<file path="src/rtl/sim_run_controller.sv">
// Run-control for the RV32I core: sequences core reset, counts run cycles, and
// watches tohost writes for pass/fail. Timeout and, with RUN_STALL_DETECT_EN, stall detection.
module sim_run_controller #(
    parameter int                RESET_CYCLES   = 4,
    parameter int                TIMEOUT_CYCLES = 100,
    parameter int                CNT_W          = 32,
    parameter int                ADDR_W         = 32,
    parameter int                DATA_W         = 32,
    parameter logic [ADDR_W-1:0] TOHOST_ADDR    = 32'h0000_1000,
    parameter int                STALL_CYCLES   = 16
) (
    input  logic              clk,
    input  logic              reset,
    input  logic              restart,
    input  logic              wr_en,
    input  logic [ADDR_W-1:0] wr_addr,
    input  logic [DATA_W-1:0] wr_data,
    input  logic              retire,
    output logic              core_reset,
    output logic              running,
    output logic              done,
    output logic              done_pulse,
    output logic              pass,
    output logic              fail,
    output logic              timeout,
    output logic [DATA_W-2:0] fail_code,
    output logic [CNT_W-1:0]  cycle_count,
    output logic              stall
);

    typedef enum logic [2:0] {
        S_HOLD,
        S_RUN,
        S_PASS,
        S_FAIL,
        S_TIMEOUT
    } state_e;

    localparam int               HOLD_W       = (RESET_CYCLES > 1) ? $clog2(RESET_CYCLES) : 1;
    localparam logic [HOLD_W-1:0] HOLD_LAST   = HOLD_W'(RESET_CYCLES - 1);
    localparam logic [CNT_W-1:0]  TIMEOUT_LAST = CNT_W'(TIMEOUT_CYCLES - 1);
    localparam logic [CNT_W-1:0]  CNT_MAX      = '1;

    state_e              state_q, state_d;
    logic [HOLD_W-1:0]   hold_cnt_q, hold_cnt_d;
    logic                core_reset_q, core_reset_d;
    logic [CNT_W-1:0]    cycle_count_q, cycle_count_d;
    logic [DATA_W-2:0]   fail_code_q, fail_code_d;
    logic                done_pulse_q, done_pulse_d;

    logic tohost_hit;
    logic timeout_hit;

    // Only odd values terminate; even values are console/char traffic.
    assign tohost_hit  = wr_en && (wr_addr == TOHOST_ADDR) && wr_data[0];
    assign timeout_hit = (TIMEOUT_CYCLES != 0) && (cycle_count_q == TIMEOUT_LAST);

    // NOTE: every signal gets a default at the top of always_comb so no path can infer a latch.
    always_comb begin
        state_d       = state_q;
        hold_cnt_d    = hold_cnt_q;
        core_reset_d  = core_reset_q;
        cycle_count_d = cycle_count_q;
        fail_code_d   = fail_code_q;
        done_pulse_d  = 1'b0;

        if (restart) begin
            state_d       = S_HOLD;
            hold_cnt_d    = '0;
            core_reset_d  = 1'b1;
            cycle_count_d = '0;
            fail_code_d   = '0;
        end else begin
            case (state_q)
                S_HOLD: begin
                    if (hold_cnt_q == HOLD_LAST) begin
                        state_d      = S_RUN;
                        core_reset_d = 1'b0;
                        hold_cnt_d   = '0;
                    end else begin
                        hold_cnt_d = hold_cnt_q + 1'b1;
                    end
                end
                S_RUN: begin
                    if (cycle_count_q != CNT_MAX) cycle_count_d = cycle_count_q + 1'b1;
                    // A terminating write beats a timeout landing on the same edge.
                    if (tohost_hit) begin
                        core_reset_d = 1'b1;
                        done_pulse_d = 1'b1;
                        if (wr_data == DATA_W'(1)) begin
                            state_d = S_PASS;
                        end else begin
                            state_d     = S_FAIL;
                            fail_code_d = wr_data[DATA_W-1:1];
                        end
                    end else if (timeout_hit) begin
                        state_d      = S_TIMEOUT;
                        core_reset_d = 1'b1;
                        done_pulse_d = 1'b1;
                    end
                end
                default: ;
            endcase
        end
    end

    // NOTE: sequential state uses non-blocking assignments so all registers update together.
    always_ff @(posedge clk or negedge reset) begin
        if (!reset) begin
            state_q       <= S_HOLD;
            hold_cnt_q    <= '0;
            core_reset_q  <= 1'b1;
            cycle_count_q <= '0;
            fail_code_q   <= '0;
            done_pulse_q  <= 1'b0;
        end else begin
            state_q       <= state_d;
            hold_cnt_q    <= hold_cnt_d;
            core_reset_q  <= core_reset_d;
            cycle_count_q <= cycle_count_d;
            fail_code_q   <= fail_code_d;
            done_pulse_q  <= done_pulse_d;
        end
    end

`ifdef RUN_STALL_DETECT_EN
    localparam int               IDLE_W   = $clog2(STALL_CYCLES + 1);
    localparam logic [IDLE_W-1:0] IDLE_MAX = IDLE_W'(STALL_CYCLES);

    logic [IDLE_W-1:0] idle_cnt_q, idle_cnt_d;
    logic              stall_q, stall_d;

    always_comb begin
        idle_cnt_d = idle_cnt_q;
        stall_d    = stall_q;
        if (restart) begin
            idle_cnt_d = '0;
            stall_d    = 1'b0;
        end else if (state_q == S_RUN) begin
            if (retire) begin
                idle_cnt_d = '0;
            end else if (idle_cnt_q != IDLE_MAX) begin
                idle_cnt_d = idle_cnt_q + 1'b1;
            end
            if (idle_cnt_d == IDLE_MAX) stall_d = 1'b1;
        end
    end

    always_ff @(posedge clk or negedge reset) begin
        if (!reset) begin
            idle_cnt_q <= '0;
            stall_q    <= 1'b0;
        end else begin
            idle_cnt_q <= idle_cnt_d;
            stall_q    <= stall_d;
        end
    end

    assign stall = stall_q;
`else
    logic unused_retire;
    assign unused_retire = retire;
    assign stall         = 1'b0;
`endif

    // Status is a decode of registered state only, so no input reaches an output combinationally.
    assign core_reset  = core_reset_q;
    assign running     = (state_q == S_RUN);
    assign pass        = (state_q == S_PASS);
    assign fail        = (state_q == S_FAIL);
    assign timeout     = (state_q == S_TIMEOUT);
    assign done        = pass || fail || timeout;
    assign done_pulse  = done_pulse_q;
    assign fail_code   = fail_code_q;
    assign cycle_count = cycle_count_q;

endmodule

</file>
<file path="config.mk">
export PLATFORM = sky130hd
export DESIGN_NAME = sim_run_controller
export DESIGN_NICKNAME = d
export VERILOG_FILES = /design/src/rtl/sim_run_controller.sv
export SDC_FILE = /design/constraint.sdc
export NUM_CORES = 1
export LEC_CHECK = 0
export ABC_AREA = 1
export CORE_AREA = 2 2 117 119
export CTS_BUF_LIST = sky130_fd_sc_hd__clkbuf_16
export DETAILED_ROUTE_END_ITERATION = 10
export DIE_AREA = 0 0 119 121
export DONT_BUFFER_PORTS = 1
export HOLD_SLACK_MARGIN = 0.05
export RECOVER_POWER = 50
export SLEW_MARGIN = 20
export SYNTH_ARGS = -nofsm -noshare
export SYNTH_HDL_FRONTEND = slang
export SYNTH_SLANG_ARGS = --single-unit
</file>
<file path="constraint.sdc">
create_clock -name clk -period 3.9 [get_ports clk]
set_clock_uncertainty 0.2 [all_clocks]
set_input_delay 0.585 -clock clk [delete_from_list [all_inputs] [get_ports clk]]
set_output_delay 0.585 -clock clk [all_outputs]
set_load 0.02 [all_outputs]
</file>
# == After elaboration in Yosys (flattened, before gate mapping) ==
# Index checks and enable logic that the tools add are counted.
# W data, S select, Z words.
# op_classes
reduce_logical,13
muxes,25
n_eq_ne,12
n_addsub,2
# op_table
cell,count
$mux W31,4
$mux W32,3
$add A32 B1 Y32 const B,1
$eq A32 B1 Y1 const B,1
$eq A32 B13 Y1 const B,1
$eq A32 B7 Y1 const B,1
$ne A32 B32 Y1 const B,1
$mux W3,4
$mux W1,9
$reduce_bool A2 Y1,4
$eq A3 B2 Y1 const B,2
$mux W2,3
$pmux W3 S2,1
$reduce_and A3 Y1,2
$ne A4 B2 Y1 const B,1
$eq A3 B1 Y1 const B,1
$eq A3 B3 Y1 const B,1
$logic_not A3 Y1,1
$ne A3 B3 Y1 const B,1
$reduce_bool A3 Y1,1
$add A2 B1 Y2 const B,1
$eq A2 B2 Y1 const B,1
$logic_and A1 B1 Y1,2
$logic_or A1 B1 Y1,2
other kinds (3),3
# totals
in_bits,69
reg_bits,70

# == Logic depth before layout (Yosys ltp) ==
# depth
word_depth,6
mapped_depth,11

# == Least setup slack after synthesis ==
# OpenSTA, ideal clock, no wires.
# synth_path
path_type,reg2out
start,register state_q[1]
end,output port done
t_arrival_ps,1189
t_required_ps,3115
n_path_buf,0
path_slack_ps,1926
stages_incl_launch_ff,3
path_cell_list,dfrtp_1 > or2_2 > o21ai_0
# synth_between
elab_chain_cells,3
# synth_lines
element,line_no,text
from (decl),44,"state_e state_q, state_d;"
from (signal assigned),117,state_q <= state_d;
$eq A3 B2 Y1 (on tied branches),"169, 170",
$logic_or A1 B1 Y1,172,assign done = pass || fail || timeout;
$logic_or A1 B1 Y1 (*),172,
to (decl),21,"output logic done,"
# Every way passes the cells marked *; elsewhere a longest branch is shown, timed or not.

# == Worst setup path after layout ==
# layout_path
start,"register cycle_count_q[0], in the netlist cycle_count[0]"
end,"register cycle_count_q[11], in the netlist cycle_count[11]"
# layout_between
elab_chain_cells,4
# layout_lines
element,line_no,text
from (decl),47,"logic [CNT_W-1:0] cycle_count_q, cycle_count_d;"
from (signal assigned),120,cycle_count_q <= cycle_count_d;
$add A32 B1 Y32,85,if (cycle_count_q != CNT_MAX) cycle_count_d = cycle_count_q + 1'b1;
$mux W32,85,
$mux W32,74,case (state_q)
$mux W32,67,if (restart) begin
# Several ways; a longest one is shown, not always the timed one. The select of a mux whose other input is x is not followed.
# A chain may end at the register's enable or synchronous reset.

==> impl_metrics.env <==
export IMPL_status="finished with violations"
export IMPL_violations="max-capacitance violations, max-slew violations"
export IMPL_postRouteAntennaNets=0
export IMPL_synth_ff_latch_count=70
export IMPL_num_rows=42
export IMPL_die_area_sq_um=14400
export IMPL_ir_drop_uv=208
export IMPL_die_height_microns=121
export IMPL_setup_worst_path_end_class="flip-flop"
export IMPL_r2r_end="cycle_count[11]"
export IMPL_hold_viol=0
export IMPL_reg2reg_depth=8
export IMPL_path_class="reg -> reg"
export IMPL_diodes=0
export IMPL_cts_buffer_depth=2
export IMPL_drt_iter0_markers=257
export IMPL_dpl_cell_count=806
export IMPL_drv_slew=71
export IMPL_clkSlewWorstSetupHoldPaths_ps=60
export IMPL_synth_cell_types=34
export IMPL_core_area_sq_um=13100
export IMPL_path_cells="ha_1 > nand3_2 > nor2_1 > nand4_2 > nand2_4 > inv_2 > nand2_1 > nand2_1"
export IMPL_crit_path_start="cycle_count[0]"
export IMPL_worst_path_max_fanout=51
export IMPL_fin_crit_ps=2670
export IMPL_viasPerCell=5.16
export IMPL_antenna_found_initial=0
export IMPL_pre_cts_ws_ps=1210
export IMPL_worst_ep_arrival_time_ps=2690
export IMPL_htree_levels=3
export IMPL_slew_headroom_pct=-15.0
export IMPL_crit_top_cell="nand2_1"
export IMPL_powerDensity_nw_per_um2=389
export IMPL_via_count=4253
export IMPL_synth_area_per_cell_sq_um=6.91
export IMPL_drive_gt1_share_pct=8.33
export IMPL_syn_to_final_growth_pct=9.36
export IMPL_whs_ps=197
export IMPL_die_w_microns=119
export IMPL_synth_warning_count=0
export IMPL_ioPinCount=140
export IMPL_wirelength_mm=12.6
export IMPL_worst_path_largest_cell_delay_ps=600
export IMPL_post_route_util_pct=37.5
export IMPL_slowest_stage="dfrtp_1"
export IMPL_fmax_mhz=375
export IMPL_drv_cap=1
export IMPL_first_pass_iters=4
export IMPL_fin_ws_ps=1230
export IMPL_worstMarginPinSlew_ps=1720
export IMPL_finalSetupViolCount=0
export IMPL_grt_pass1_vias=4251
export IMPL_clock_latency_ps=330
export IMPL_setup_tns_ps=0
export IMPL_grt_max_degree=71
export IMPL_wl_per_cell_microns=15.3
export IMPL_nets=714
export IMPL_power_total_mw=1.91
export IMPL_grt_first_pass_wirelength_mm=21.0
export IMPL_io_buffers=0
export IMPL_crit_required_ps=3920
export IMPL_place_area_sq_um=4590
export IMPL_dp_hpwl_mm=9.32
export IMPL_final_cells=824
export IMPL_netlist_instances=650
export IMPL_initial_core_util_pct=34.3
export IMPL_overflow=0
export IMPL_endpoint="cycle_count[11]"
export IMPL_cts_sinks=70
export IMPL_timing_final_crit_share_pct=68.4
export IMPL_design_area_sq_um=4910
export IMPL_gp_congestion=0.910
export IMPL_min_path_type="in -> reg"
export IMPL_synth_nets=721
export IMPL_cts_tree="done"
export IMPL_cts_buffers=9
export IMPL_syn_cell_area_sq_um=4490
export IMPL_start_kind="flip-flop"
export IMPL_root_buffer="clkbuf_16"
export IMPL_r2r_start="cycle_count[0]"
export IMPL_rsz0062_at_grt="no"
export IMPL_power_leakage_nw=2.27
export IMPL_r2r_setup_slack_ps=1230
export IMPL_ys_seq_area_share_pct=39.0
export IMPL_drc=0
export IMPL_track_usage_pct=18.1
flip-flops by register name, summed over array words and instances (netlist names):
signal and count:
cycle_count 32, fail_code 31, state_q 3, hold_cnt_q 2, core_reset 1, done_pulse 1
cell usage after synthesis (all sizes together):
| cell | number | area, sq um |
|---|---|---|
| nand2 | 200 | 758 |
| nor2 | 117 | 444 |
| nand3 | 77 | 390 |
| dfrtp | 69 | 1730 |
| inv | 49 | 184 |
| nand4 | 44 | 282 |
| o21ai | 24 | 195 |
| nor3 | 14 | 91.3 |
| buf | 13 | 115 |
| clkbuf | 12 | 45.0 |
| xor2 | 11 | 96.3 |
| nor4 | 4 | 25.0 |
| or2 | 4 | 25.0 |
| and2 | 3 | 18.8 |
| ha | 2 | 25.0 |
| nand3b | 2 | 15.0 |
| nor3b | 2 | 15.0 |
| a21boi | 1 | 7.51 |
| conb | 1 | 3.75 |
| dfstp | 1 | 26.3 |
metal layers:
| metal | track usage (%) | share of wire, % | up-vias |
|---|---|---|---|
| met5 | 0 | 0 | - |
| met4 | 6.10 | 2.2 | 0 |
| met3 | 6.39 | 9.1 | 20 |
| met2 | 31.3 | 49 | 156 |
| met1 | 20.9 | 40 | 1973 |
| li1 | - | - | 2104 |
cell usage in the layout (no fill, tap or decap):
cell type / Yosys / layout
a21boi_1: 1 / 1
and2_0: 2 / 2
and2_1: 1 / 1
buf_4: 1 / 5
bufinv_16: 0 / 2
clkbuf_16: 0 / 9
clkbuf_2: 0 / 1
clkinv_1: 0 / 3
clkinv_2: 0 / 1
conb_1: 1 / 1
dfrtp_1: 69 / 69
dfstp_2: 1 / 1
dlygate4sd3_1: 0 / 1
ha_1: 2 / 2
inv_1: 46 / 47
inv_2: 3 / 3
nand2_1: 199 / 199
nand2_4: 1 / 1
nand3_1: 76 / 76
nand3_2: 1 / 1
nand3b_1: 2 / 2
nand4_1: 43 / 43
nand4_2: 1 / 1
nor2_1: 115 / 114
nor2_2: 2 / 3
nor3_1: 11 / 11
nor3_2: 2 / 2
nor3_4: 1 / 1
nor3b_1: 2 / 2
nor4_1: 4 / 4
o21ai_0: 4 / 4
o21ai_2: 20 / 20
or2_1: 1 / 1
or2_2: 3 / 3
xor2_1: 11 / 11
power breakdown:
part	switching, mW	internal (mW)	total (mW)
clock network	0.308	0.550	0.858
registers	0.0504	0.759	0.809
logic	0.189	0.0553	0.245
kinds of logic (layout without fill, tap and decap cells):
group	count (synthesis)	after routing	synth area share, %
buffers and inverters	74	72	7.66
adders and majority gates	2	2	0.557
DFF	70	70	39.0
and+or+nand+nor	467	467	46.0
AOI/OAI and AO/OA	25	25	4.52
other	1	1	0.0835
xor gates and xnor gates	11	11	2.15
critical path: cells and delay by family, from the launching register on:
family / cells / cell delay (ps)
buffers and inverters: 1 / 200
adder cells (fa/ha/maj): 1 / 390
AND/OR/NAND/NOR: 6 / 1140
flip-flops: 1 / 600
what timing repair did:
item / in CTS / in global routing
buffers inserted: 0 / 0
gates resized for setup: 0 / 0
hold buffers: 2 / 0
endpoints found under the hold margin: 70 / 0
cell type report:
cell class / count / area (sq um)
clock buffer: 9 / 225
clock inverter: 7 / 80.1
fill: 1382 / 8180
inverter: 49 / 184
multi-input combinational: 506 / 2390
sequential: 70 / 1750
tap: 176 / 220
timing repair buffer: 7 / 52.6
worst min path at each step:
stage,startpoint,end,slack [ps],cells after the start
after floorplan,reset,cycle_count[0],90,0
after global placement,reset,cycle_count[9],90,0
after detailed placement,reset,cycle_count[10],90,0
after CTS,wr_data[10],fail_code[9],190,2
after global routing,wr_data[11],fail_code[10],190,2
final,wr_data[29],fail_code[28],200,2
(Power assumes the default switching activity.)
